==> src/rtl/bus_arbiter.sv <==
// Round-robin owner arbiter for a shared 3-state bus. Inserts TURN_CYCLES idle
// cycles between any two owners so registered bus drivers never overlap.
module bus_arbiter #(
    parameter int N           = 4,
    parameter int MAX_HOLD    = 8,
    parameter int TURN_CYCLES = 1,
    localparam int OW         = (N > 1) ? $clog2(N) : 1
) (
    input  logic          clk,
    input  logic          rst_n,
    input  logic [N-1:0]  req,
    output logic [N-1:0]  en,
    output logic [OW-1:0] owner,
    output logic          busy,
    output logic          turn
);

    typedef enum logic [1:0] {IDLE, GRANT, TURN} state_t;

    state_t        state_q, state_d;
    logic [N-1:0]  en_q, en_d;
    logic [OW-1:0] owner_q, owner_d;
    logic [7:0]    hold_q, hold_d;
    logic [1:0]    tcnt_q, tcnt_d;
    logic          busy_q, busy_d;
    logic          turn_q, turn_d;

    logic [OW-1:0] win, idx;
    logic          found;
    logic          others;
    logic          hold_max;
    logic          load;

    // Search starts one past the last owner, so it has lowest priority.
    always_comb begin
        win   = '0;
        idx   = '0;
        found = 1'b0;
        for (int i = 1; i <= N; i++) begin
            idx = OW'((int'(owner_q) + i) % N);
            if (!found && req[idx]) begin
                win   = idx;
                found = 1'b1;
            end
        end
    end

    always_comb begin
        others = 1'b0;
        for (int i = 0; i < N; i++)
            if (OW'(i) != owner_q && req[i]) others = 1'b1;
    end

    assign hold_max = (hold_q == 8'(MAX_HOLD));

    always_ff @(posedge clk or negedge rst_n) begin
        if (!rst_n) state_q <= IDLE;
        else        state_q <= state_d;
    end

    always_comb begin
        state_d = state_q;
        hold_d  = hold_q;
        tcnt_d  = tcnt_q;
        case (state_q)
            IDLE: begin
                if (|req) begin
                    state_d = GRANT;
                    hold_d  = 8'd1;
                end
            end
            GRANT: begin
                if (!req[owner_q] || (hold_max && others)) begin
                    state_d = TURN;
                    tcnt_d  = 2'd1;
                end else if (hold_max) begin
                    hold_d = 8'd1;
                end else begin
                    hold_d = hold_q + 8'd1;
                end
            end
            TURN: begin
                if (tcnt_q == 2'(TURN_CYCLES)) begin
                    if (|req) begin
                        state_d = GRANT;
                        hold_d  = 8'd1;
                    end else begin
                        state_d = IDLE;
                    end
                end else begin
                    tcnt_d = tcnt_q + 2'd1;
                end
            end
            default: state_d = IDLE;
        endcase
    end

    // A new owner is only ever loaded when entering GRANT from IDLE or TURN.
    always_comb begin
        load    = (state_d == GRANT) && (state_q != GRANT);
        owner_d = load ? win : owner_q;
        en_d    = '0;
        if (state_d == GRANT) en_d[owner_d] = 1'b1;
        busy_d  = (state_d == GRANT);
        turn_d  = (state_d == TURN);
    end

    always_ff @(posedge clk or negedge rst_n) begin
        if (!rst_n) begin
            en_q    <= '0;
            owner_q <= OW'(N - 1);
            hold_q  <= '0;
            tcnt_q  <= '0;
            busy_q  <= 1'b0;
            turn_q  <= 1'b0;
        end else begin
            en_q    <= en_d;
            owner_q <= owner_d;
            hold_q  <= hold_d;
            tcnt_q  <= tcnt_d;
            busy_q  <= busy_d;
            turn_q  <= turn_d;
        end
    end

    assign en    = en_q;
    assign owner = owner_q;
    assign busy  = busy_q;
    assign turn  = turn_q;

endmodule

==> config.mk <==
export PLATFORM = sky130hd
export DESIGN_NAME = bus_arbiter
export DESIGN_NICKNAME = d
export VERILOG_FILES = /design/src/rtl/bus_arbiter.sv
export SDC_FILE = /design/constraint.sdc
export NUM_CORES = 1
export LEC_CHECK = 0
export CAP_MARGIN = 30
export CORE_UTILIZATION = 57
export CTS_CLUSTER_DIAMETER = 80
export CTS_CLUSTER_SIZE = 24
export DETAILED_ROUTE_END_ITERATION = 10
export GPL_TIMING_DRIVEN = 0
export PLACE_DENSITY_LB_ADDON = 0.2
export SYNTH_ARGS = -nofsm -noshare
export SYNTH_HDL_FRONTEND = slang
export SYNTH_SLANG_ARGS = --single-unit
export TNS_END_PERCENT = 30
==> constraint.sdc <==
create_clock -name clk -period 3.9 [get_ports clk]
set_input_delay 0.78 -clock clk [delete_from_list [all_inputs] [get_ports clk]]
set_output_delay 0.78 -clock clk [all_outputs]
set_load 0.01 [all_outputs]
# --- Yosys cells after proc, flatten, opt, wreduce, memory -nomap -nowiden ---
# Index checks and enable logic that the tools add are counted.
word_totals:
  register_bits: 20
  latch_bits: 0
  mem_bits_rw: 0
  romBits: 0
  inputBits: 6
  n_memories: 0
op_classes:
  n_addsub: 6
  mul: 0
  div_mod_pow: 0
  order_cmp: 7
  n_eq_ne: 14
  n_shift: 0
  mux: 38
  n_bitwise: 0
  reduce_logical: 22
ops:
  columns: ["operator", "n"]
  rows:
  - ["$mux W8", 4]
  - ["$pmux W8 S3", 1]
  - ["$mux W2", 10]
  - ["$lt A2 B3 Y1 const B", 6]
  - ["$mux W1", 14]
  - ["$bmux W1 S2", 5]
  - ["$logic_and A1 B1 Y1", 10]
  - ["$add A8 B1 Y8 const B", 1]
  - ["$eq A8 B4 Y1 const B", 1]
  - ["$ne A2 B2 Y1 const B", 4]
  - ["$add A2 B1 Y2 const B", 3]
  - ["$eq A2 B1 Y1 const B", 3]
  - ["$pmux W2 S3", 1]
  - ["$reduce_and A3 Y1", 2]
  - ["$add A2 B2 Y2 const B", 2]
  - ["$eq A2 B2 Y1 const B", 2]
  - ["$logic_not A1 Y1", 4]
  - ["$mux W4", 1]
  - ["$ne A2 B2 Y1 const A", 2]
  - ["$pmux W2 S2", 1]
  - ["$reduce_bool A2 Y1", 2]
  - ["$reduce_or A4 Y1", 1]
  - ["$reduce_bool A3 Y1", 1]
  - ["$demux W1 S2", 1]
  - ["other kinds (5)", 5]

# --- Depth between registers and ports, before layout ---
# Gate-level depths: netlist of run 1.
depth:
  word_depth: 19
  mapped_depth: 10

# --- Least setup slack after synthesis of run 1 ---
# Ideal clock, no wire load.
synth_timing:
  path_kind: "input -> register"
  start: "input port req[2]"
  end: "register en_q[2] (netlist: en[2])"
  arrival_ns: 2.251
  t_required_ns: 3.827
  slack_ns: 1.576
  path_stages: 7
  n_path_buf: 2
  cell_sequence: "buf_2 -> nor2_1 -> and4b_4 -> or4_1 -> buf_2 -> or3b_1 -> a21oi_2"
synth_between:
  elab_chain_cells: 18
  elab_cells_between_ends: 44
  cone_classes: "2 x order compare; 1 x eq/ne; 28 x mux; 13 x reduce/logical"
synth_rtl:
  columns: ["item", "line_no", "text"]
  rows:
  - ["from (decl)", "11", "input logic [N-1:0] req,"]
  - ["$bmux W1 S2", "41", "if (!found && req[idx]) begin"]
  - ["$mux W1 (not written as such)", "41", null]
  - ["$mux W1", "41", null]
  - ["$logic_not A1 Y1", "41", null]
  - ["$logic_and A1 B1 Y1", "41", null]
  - ["$mux W1", "41", null]
  - ["$logic_not A1 Y1", "41", null]
  - ["$logic_and A1 B1 Y1", "41", null]
  - ["[... 3 more ...]", null, null]
  - ["$mux W2", "41", null]
  - ["$mux W2", "101", "owner_d = load ? win : owner_q;"]
  - ["$lt A2 B3 Y1 (not written as such) or $ge A2 B1 Y1 (tied branches)", "103", "if (state_d == GRANT) en_d[owner_d] = 1'b1;"]
  - ["$logic_and A1 B1 Y1 (not written as such)", "103", null]
  - ["$mux W1 (not written as such)", "103", null]
  - ["$demux W1 S2", "103", null]
  - ["$mux W4 *", "103", null]
  - ["net en_d[2]", "21", "logic [N-1:0] en_q, en_d;"]
  - ["to (signal assigned)", "117", "en_q <= en_d;"]
  - ["to (decl)", "21", null]
# Mark *: on every way through the listed nets, which the timed path passes. The rest lies on a longest branch. The select of a mux whose other input is x is not followed.
# A chain may end at the register's enable or synchronous reset.

# --- Final worst setup path of run 1 ---
layout_timing:
  start: "input port req[0]"
  end: "register hold_q[6]"
layout_between:
  elab_chain_cells: 9
  elab_cells_between_ends: 16
  cone_classes: "1 x eq/ne; 9 x mux; 6 x reduce/logical"
layout_rtl:
  columns: ["item", "line_no", "text"]
  rows:
  - ["$logic_and A1 B1 Y1", "51", "if (OW'(i) != owner_q && req[i]) others = 1'b1;"]
  - ["$mux W1 (4 in a row)", "51", null]
  - ["$logic_and A1 B1 Y1", "73", "if (!req[owner_q] || (hold_max && others)) begin"]
  - ["$logic_or A1 B1 Y1", "73", null]
  - ["$ne A2 B2 Y1 (no line)", null, null]
  - ["$reduce_and A3 Y1 (no line)", null, null]
  - ["to (signal assigned)", "119", "hold_q <= hold_d;"]
  - ["to (decl)", "23", "logic [7:0] hold_q, hold_d;"]
# Parallel ways exist; a longest one is shown, timed or not. The select of a mux whose other input is x is not followed.

==> results.ini, run 1 <==
[status]
outcome=complete, no violations

[clocking]
cts_made_buffers=3
clk_latency_ns=0.31
htreeDepth=1
cts.repair.resized=0
clockRootBuffer=clkbuf_4
holdBufCountCts=0
cts_setup_buffers=0
clk_path_buf_depth=2
clk_pin_slew_worst_paths_ns=0.10
cts.sinks=20
cts_tree=yes

[power_and_ir_drop]
power_mw=1.142
power.static_leakage_nw=0.6457
vdd_ir_drop_max_mv=0.4886
power.density_mw_per_mm2=769.2

[floorplanning]
die_h_um=49.74
dieArea_mm2=0.002474
rows=16
coreArea_mm2=0.002042
start_util_pct=63.60
die-width_um=49.74
ios=14

[grt]
grt_pass1_wl_mm=4.560
antenna_found_initial=0
track_usage_pct=24.75
grt_max_degree=21
grt_pass1_vias=1055
overflow=0

[detailed_routing]
wirelength_mm=2.694
drt-pass1-iter-count=4
drt-initial-drc-count=18
drcViolationCount=0
viasPerCell=6.000
via_count=1104
wire_per_inst_um=14.64
ant_nets=0

[synthesis]
synth_compound_area_share_pct=17.05
ys_ff_latch=20
synth_seq_area_share_pct=38.73
synth_top_flop_cell=dfrtp_1
synth_edf_count=0
yosys.area_share.simple_pct=24.66
synth_xor_area_share_pct=0.6744
syn_nets=156
muxShareOfSynthArea_pct=5.299
synth_top_family_by_area=simple AND/OR/NAND/NOR gates
synth_area_mm2=0.001299
syn_inst=143
synth_top_area_share_pct=34.68
syn_avg_cell_area_um2=9.082
synthAdderAreaFrac_pct=6.744
synth-async-reset-ratio_pct=100.0
synth_top_area_cell=dfrtp_1
yosys_warnings=0
synth_cell_type_count=41
synthTopCellsByArea=dfrtp_1 35%, ha_1 6.7%, o21ai_0 5.8%

[timing]
maxSlewViolCount=0
post-route-period-util_pct=65.14
setup-tns-final_ns=0
hold_viol=0
rsz0062_at_grt=false
clock_skew_ns=0.01630
timing.slew.headroom_pct=42.75
max_clock_freq_mhz=393.6
setup_violations=0
layout_setup_ws_ns=1.360
tightest_slew_ns=0.8508
min_period_ns=2.540

[place]
gp_congestion=0.8937
preCtsSetupSlack_ns=1.066
port_buffers=10
place_hpwl_mm=1.962

[finish]
antennaDiodeCount=0
drive_gt1_share_pct=13.38
nNetsFinal=171
final_cell_mix=18 x dfrtp_1, 15 x o21ai_0, 10 x clkdlybuf4s50_1
final_common_cell=dfrtp_1
syn_to_final_growth_pct=14.35

[setup_path]
r2r_setup_slack_ns=1.41
cp_top_family=buffers and inverters
crit_buf_inv=2
cp_data_arrival_time_ns=2.75
cp.required_ns=4.11
cp_max_fo=10
critPathCaptureType=flop
slowest_delay_ns=0.54
crit_slowest_cell=clkdlybuf4s50_1
worstSetupPathType=in -> reg
cp-start-kind=input port
critical_path.cell_chain=clkdlybuf4s50_1, mux4_1, a21boi_1, a21oi_2, buf_2, o21ai_0, o31ai_1

[run]
cap_violations=0

[min_path]
hp-class=reg -> reg

[state kept, by name (all words and copies together), names as in the netlist]
name,flops
busy,1
en,4
hold_q,8
owner,2
state_q,2
tcnt_q,2
turn,1
[cell families (layout without fill, tap and decap cells)]
| kind of cell | count (synthesis) | count (layout) |
|---|---|---|
| fa+ha+maj | 7 | 7 |
| buf+inv | 17 | 31 |
| compound gates | 37 | 37 |
| simple gates | 56 | 56 |
| mux | 5 | 5 |
| xor+xnor | 1 | 1 |
| flops | 20 | 20 |
[report_power, final]
part	switching (mW)	leakage, nW	internal (mW)
Clock	0.0661	0.0279	0.104
Combinational	0.360	0.362	0.281
Sequential	0.0492	0.255	0.282
Total	0.476	0.646	0.667
[area by class of cell]
| class | count | area (um2) |
|---|---|---|
| sequential | 20 | 503.0 |
| tap | 27 | 33.78 |
| timing repair buffer | 10 | 100.1 |
| clock buffer | 3 | 22.52 |
| inverter | 8 | 30.03 |
| clock inverter | 1 | 30.03 |
| buffer | 9 | 58.81 |
| multi-input combinational | 106 | 706.9 |
| fill | 168 | 556.8 |
[worst reg2reg max path, stage by stage, from the launching register on]
cell	delay (ns)
dfstp_2	0.61
buf_6	0.16
inv_1	0.13
ha_1	0.37
nor2b_1	0.12
a21oi_1	0.04
o22ai_1	0.13
o21ai_0	0.24
or3_1	0.46
a21oi_2	0.14
[through the flow]
stage / hold slack [ns] / cell area [um2] / instances / utilization, %
3_5_place_dp: 0.4822 / 1433 / 180 / 70.16
4_1_cts: 0.4979 / 1485 / 184 / 72.73
6_report: 0.4987 / 1485 / 184 / 72.73
2_1_floorplan: 0.4382 / 1299 / 143 / -
5_1_grt: 0.5163 / 1485 / 184 / 72.73
3_3_place_gp: 0.4637 / 1433 / 180 / 70.16
[routing by layer]
| metal | GRT usage (%) | part of all wire (%) | vias up |
|---|---|---|---|
| li1 | - | - | 530 |
| met1 | 31.01 | 45 | 541 |
| met2 | 40.09 | 50 | 29 |
| met3 | 5.556 | 4.1 | 4 |
| met4 | 11.90 | 1.3 | 0 |
| met5 | 0 | 0 | - |
[cell usage after synthesis, types with 2 or more instances]
cell type   n
inv_1       8
nand2b_1    9
ha_1        7
o21ai_0    15
o22ai_1     2
or4_1       2
nand3b_1    2
dfrtp_1    18
nor2b_1     5
a21oi_2     3
dfstp_2     2
and3_1      3
a21oi_1     6
nor3_1      4
o31ai_1     2
nand3_1     6
mux2_2      2
buf_6       2
mux2i_1     2
nand2_1     8
nor4_1      2
buf_2       5
nor2_1      8
o21ai_1     3
[worst paths after layout]
kind	startpoint	endpoint	depth (start not counted)
worst max-delay path	req[0]	hold_q[6]$_DFFE_PN0P_	7
worst min-delay path	hold_q[7]$_DFFE_PN0P_	hold_q[7]$_DFFE_PN0P_	1
worst max register to register	owner[0]$_DFF_PN1_	en[0]$_DFF_PN0_	9
worst min register to register	hold_q[7]$_DFFE_PN0P_	hold_q[7]$_DFFE_PN0P_	1
max in group asynchronous	rst_n	hold_q[6]$_DFFE_PN0P_	1
min in group asynchronous	rst_n	hold_q[5]$_DFFE_PN0P_	1
(Power assumes the default switching activity.)
==> run 2: changes to the inputs <==
Settings changed: CORE_UTILIZATION 57 to 50.
Clock period 3.9 ns to 2.3 ns, I/O delays scaled along.
==> run 2 against run 1 <==
Compared with the run above: total power is 92% higher; worst setup slack worse by 1.3 ns; count of clock-buffer cells in the layout stayed put; global-route usage is 3.4 points lower; sequential power is 66% higher; clock power is 71% higher; flip-flop and latch count stayed put; wire length is 3.3% higher; cell count is 7.1% higher; die area is 13% higher; register-to-register slack worse by 1.3 ns; highest routed layer unchanged.
==> results.ini, run 2 (synthesized netlist as in run 1, its figures left out) <==
[finish]
antennaDiodeCount=0
syn_to_final_growth_pct=24.28
top_register=hold_q
final_area_mm2=0.001614
num-fill-cells=200
drive_gt1_share_pct=23.35
multi_input_area_um2=743.2
largest_reg_flops=8
nNetsFinal=181
final_common_cell=dfrtp_1
seq_area_um2=503.0
final_cell_mix=18 x dfrtp_1, 14 x o21ai_0, 11 x buf_4

[floorplanning]
die_h_um=52.97
die-width_um=52.97
ios=14
coreArea_mm2=0.002455
start_util_pct=52.91
dieArea_mm2=0.002805
rows=18

[status]
outcome=complete, no violations

[clocking]
holdBufCountCts=0
clockRootBuffer=clkbuf_4
clk_path_buf_depth=2
cts_made_buffers=3
cts_tree=yes
clk_pin_slew_worst_paths_ns=0.12
clk_latency_ns=0.31
cts.sinks=20
htreeDepth=1

[timing]
clock_skew_ns=0.008352
layout_setup_ws_ns=0.08055
timing.slew.headroom_pct=40.29
setup_violations=0
post-route-period-util_pct=96.50
holdWs_ns=0.4844
maxSlewViolCount=0
min_period_ns=2.219
max_clock_freq_mhz=450.6
tightest_slew_ns=0.8928
hold_viol=0

[grt]
grt_max_degree=21
grt_pass1_wl_mm=4.347
overflow=0
antenna_found_initial=0
track_usage_pct=21.33
grt_pass1_vias=1009

[power_and_ir_drop]
power.density_mw_per_mm2=1359
vdd_ir_drop_max_mv=0.7766
switching_share_pct=39.68
seqPwrFrac_pct=25.1
power_frac_comb_pct=61.6
power.static_leakage_nw=0.7005
power_mw=2.193
power.switching_mw=0.8701
p_int_mw=1.323
clkPwrFrac_pct=13.3

[setup_path]
critPathCaptureType=flop
cp.required_ns=2.55
cp_data_arrival_time_ns=2.47
cp_max_fo=10
cp-start-kind=flop
worstSetupPathType=reg -> reg

[detailed_routing]
wire_per_inst_um=14.13
drcViolationCount=0
drt-pass1-iter-count=4
ant_nets=0
via_count=1127
drt-initial-drc-count=13
wirelength_mm=2.784
viasPerCell=5.721

[min_path]
hp-class=reg -> reg

[run]
cap_violations=0

[place]
port_buffers=10
dpl_cell_area_mm2=0.001436
preCtsSetupSlack_ns=-0.2214
place_hpwl_mm=1.901
gp_congestion=0.8593

## run 2: what timing repair did
action,4_1_cts,5_1_grt
setup buffers,0,10
cloned,0,0
pin swaps,0,2
endpoints found under the hold margin,0,0
resized for setup,3,9
setup endpoints to repair,7,14
## run 2: per-stage QoR
step                util [%]  setup TNS [ns]  std cells
CTS                    60.86        -0.01742        187
global placement       58.51          -1.503        183
detailed placement     58.51          -2.131        183
global route           65.75        -0.06162        197
floorplan                  -               0        143
finish                 65.75               0        197
## run 2: final cells by class
cell class | count | area share (%)
multi-input combinational | 106 | 46.05
sequential | 20 | 31.16
timing repair buffer | 20 | 10.85
buffer | 9 | 4.264
tap | 30 | 2.326
inverter | 8 | 2.093
clock inverter | 1 | 1.860
clock buffer | 3 | 1.395
## run 2: power groups by stage
stage	clock network [mW]	registers, mW	logic [mW]
floorplan	0	0.577	0.756
global placement	0	0.560	1.03
detailed placement	0	0.562	1.07
CTS	0.290	0.557	1.09
global route	0.309	0.566	1.48
finish	0.291	0.551	1.35
## run 2: path summary, 6_finish.rpt
path	from	endpoint	cells past startpoint	slack, ns
worst max-delay path	owner[1]$_DFF_PN1_	en[2]$_DFF_PN0_	7	0.08
worst min register to register	hold_q[7]$_DFFE_PN0P_	hold_q[7]$_DFFE_PN0P_	1	0.48
worst min-delay path	hold_q[7]$_DFFE_PN0P_	hold_q[7]$_DFFE_PN0P_	1	0.48
worst max register to register	owner[1]$_DFF_PN1_	en[2]$_DFF_PN0_	7	0.08
min in group asynchronous	rst_n	busy$_DFF_PN0_	1	0.64
max in group asynchronous	rst_n	hold_q[0]$_DFFE_PN0P_	1	1.11
## run 2: routing by layer
layer	wire (um)	global-route usage, %	share of wire, %
met5	0	0	0
met4	38	7.895	1.4
met3	70	3.448	2.5
met2	1378	35.23	49
met1	1296	27.71	47
## run 2: critical path, cell delays in order (launching register included)
cell	delay (ns)
dfstp_2	0.61
buf_6	0.16
nor2_4	0.05
and4b_4	0.20
or4_1	0.46
buf_2	0.16
or3b_1	0.39
a21oi_2	0.13
==> run 3: changes to the inputs <==
Settings changed: CORE_MARGIN set to 3.
==> run 3 against run 2 <==
Compared with the run above: worst hold slack gained 0.0069 ns; combinational power decreased by 9%; first-iteration DRC count rose to 2.8 times the previous value; via count about the same; wire length fell by 1.1%; die area grew 16%.
==> results.ini, run 3 (synthesized netlist as in run 1, its figures left out) <==
[status]
outcome=complete, no violations

[detailed_routing]
viasPerCell=5.926
wirelength_mm=2.753
drcViolationCount=0
drt-initial-drc-count=37
via_count=1126
drt-pass1-iter-count=4
wire_per_inst_um=14.49
ant_nets=0

[timing]
timing.slew.headroom_pct=36.10
post-route-period-util_pct=95.72
holdWs_ns=0.4913
hold_viol=0
maxSlewViolCount=0
setup_violations=0
max_clock_freq_mhz=454.2
tightest_slew_ns=0.9497
clock_skew_ns=0.005114
min_period_ns=2.202

[finish]
nNetsFinal=176
final_common_cell=dfrtp_1
syn_to_final_growth_pct=18.21
largest_reg_flops=8
num-fill-cells=201
antennaDiodeCount=0
final_area_mm2=0.001535
final_cell_mix=18 x dfrtp_1, 14 x o21ai_0, 10 x clkdlybuf4s50_1
top_register=hold_q
drive_gt1_share_pct=19.14

[clocking]
clk_latency_ns=0.30
clockRootBuffer=clkbuf_4
cts_tree=yes
htreeDepth=1
clk_pin_slew_worst_paths_ns=0.11
cts_made_buffers=3
clk_path_buf_depth=2
cts.sinks=20

[place]
gp_congestion=0.8291
port_buffers=10
place_hpwl_mm=1.877
dpl_cell_area_mm2=0.001434

[power_and_ir_drop]
clkPwrFrac_pct=10.5
power_mw=1.989
p_int_mw=1.146
power_frac_comb_pct=62.0
power.switching_mw=0.8429
power.static_leakage_nw=0.6634
vdd_ir_drop_max_mv=0.8431
seqPwrFrac_pct=27.5
power.density_mw_per_mm2=1296
switching_share_pct=42.37

[setup_path]
crit_slowest_cell=dfstp_2
cp_max_fo=10
cp_data_arrival_time_ns=2.44
cp-start-kind=flop
critPathCaptureType=flop
worstSetupPathType=reg -> reg
cp.required_ns=2.54
critical_path.cell_chain=buf_6, nor2_4, and4b_4, or4_1, buf_2, or3b_1, a21oi_2
slowest_delay_ns=0.59

[floorplanning]
start_util_pct=55.51
die_h_um=56.97
ios=14
coreArea_mm2=0.002340
dieArea_mm2=0.003245
rows=17
die-width_um=56.97

[grt]
grt_pass1_vias=992
grt_pass1_wl_mm=4.505
grt_max_degree=21
antenna_found_initial=0
track_usage_pct=17.40
overflow=0

[min_path]
hp-class=reg -> reg

[run]
cap_violations=0

## run 3: power groups by stage
stage / combinational, mW / sequential, mW / clock [mW]
3_3_place_gp: 1.04 / 0.561 / 0
6_report: 1.23 / 0.547 / 0.209
4_1_cts: 1.10 / 0.557 / 0.215
5_1_grt: 1.37 / 0.561 / 0.234
3_5_place_dp: 1.08 / 0.564 / 0
2_1_floorplan: 0.756 / 0.577 / 0
## run 3: final timing paths
| kind | endpoint | from | slack (ns) | cells past startpoint |
|---|---|---|---|---|
| worst max register to register | en[2]$_DFF_PN0_ | owner[1]$_DFF_PN1_ | 0.1 | 7 |
| worst max-delay path | en[2]$_DFF_PN0_ | owner[1]$_DFF_PN1_ | 0.1 | 7 |
| worst min-delay path | hold_q[7]$_DFFE_PN0P_ | hold_q[7]$_DFFE_PN0P_ | 0.49 | 1 |
| max in group asynchronous | en[0]$_DFF_PN0_ | rst_n | 1.06 | 1 |
| worst min register to register | hold_q[7]$_DFFE_PN0P_ | hold_q[7]$_DFFE_PN0P_ | 0.49 | 1 |
| min in group asynchronous | hold_q[5]$_DFFE_PN0P_ | rst_n | 0.66 | 1 |
## run 3: metrics by stage
step,TNS [ns],setup slack (ns),util (%),std cells
floorplan,0,0.1480,-,143
global placement,-1.677,-0.1956,61.28,181
detailed placement,-2.098,-0.2442,61.28,181
CTS,0,0.01038,63.05,185
global route,-0.02546,-0.01073,65.62,190
finish,0,0.09843,65.62,190
## run 3: per-layer routing
| metal | up-vias | track usage (%) | part of all wire [%] |
|---|---|---|---|
| li1 | 544 | - | - |
| met1 | 540 | 23.40 | 45 |
| met2 | 37 | 28.06 | 49 |
| met3 | 5 | 2.941 | 4.5 |
| met4 | 0 | 6.623 | 1.5 |
| met5 | - | 0 | 0 |
## run 3: area by class of cell
class                           instances  area, um2  area share, %
Timing Repair Buffer                   15      137.6          8.965
Sequential cell                        20      503.0          32.76
Buffer                                  9      61.31          3.993
Tap cell                               28      35.03          2.282
Clock buffer                            4      36.28          2.363
Multi-Input combinational cell        106      728.2          47.43
Inverter                                8      33.78          2.200
## run 3: critical path, delay by kind of cell, from the launching register on
kind | cells | cell delay (ns)
AND/OR/NAND/NOR | 4 | 1.09
buffers and inverters | 2 | 0.33
AO/OA/AOI/OAI | 1 | 0.12
flip-flops | 1 | 0.59
## run 3: timing repair
action | CTS | global route
gates cloned | 0 | 0
gates resized for setup | 3 | 4
hold endpoints to repair | 0 | 0
hold buffers | 0 | 0
setup buffers | 0 | 5
setup endpoints to repair | 8 | 13
pin swaps | 0 | 1
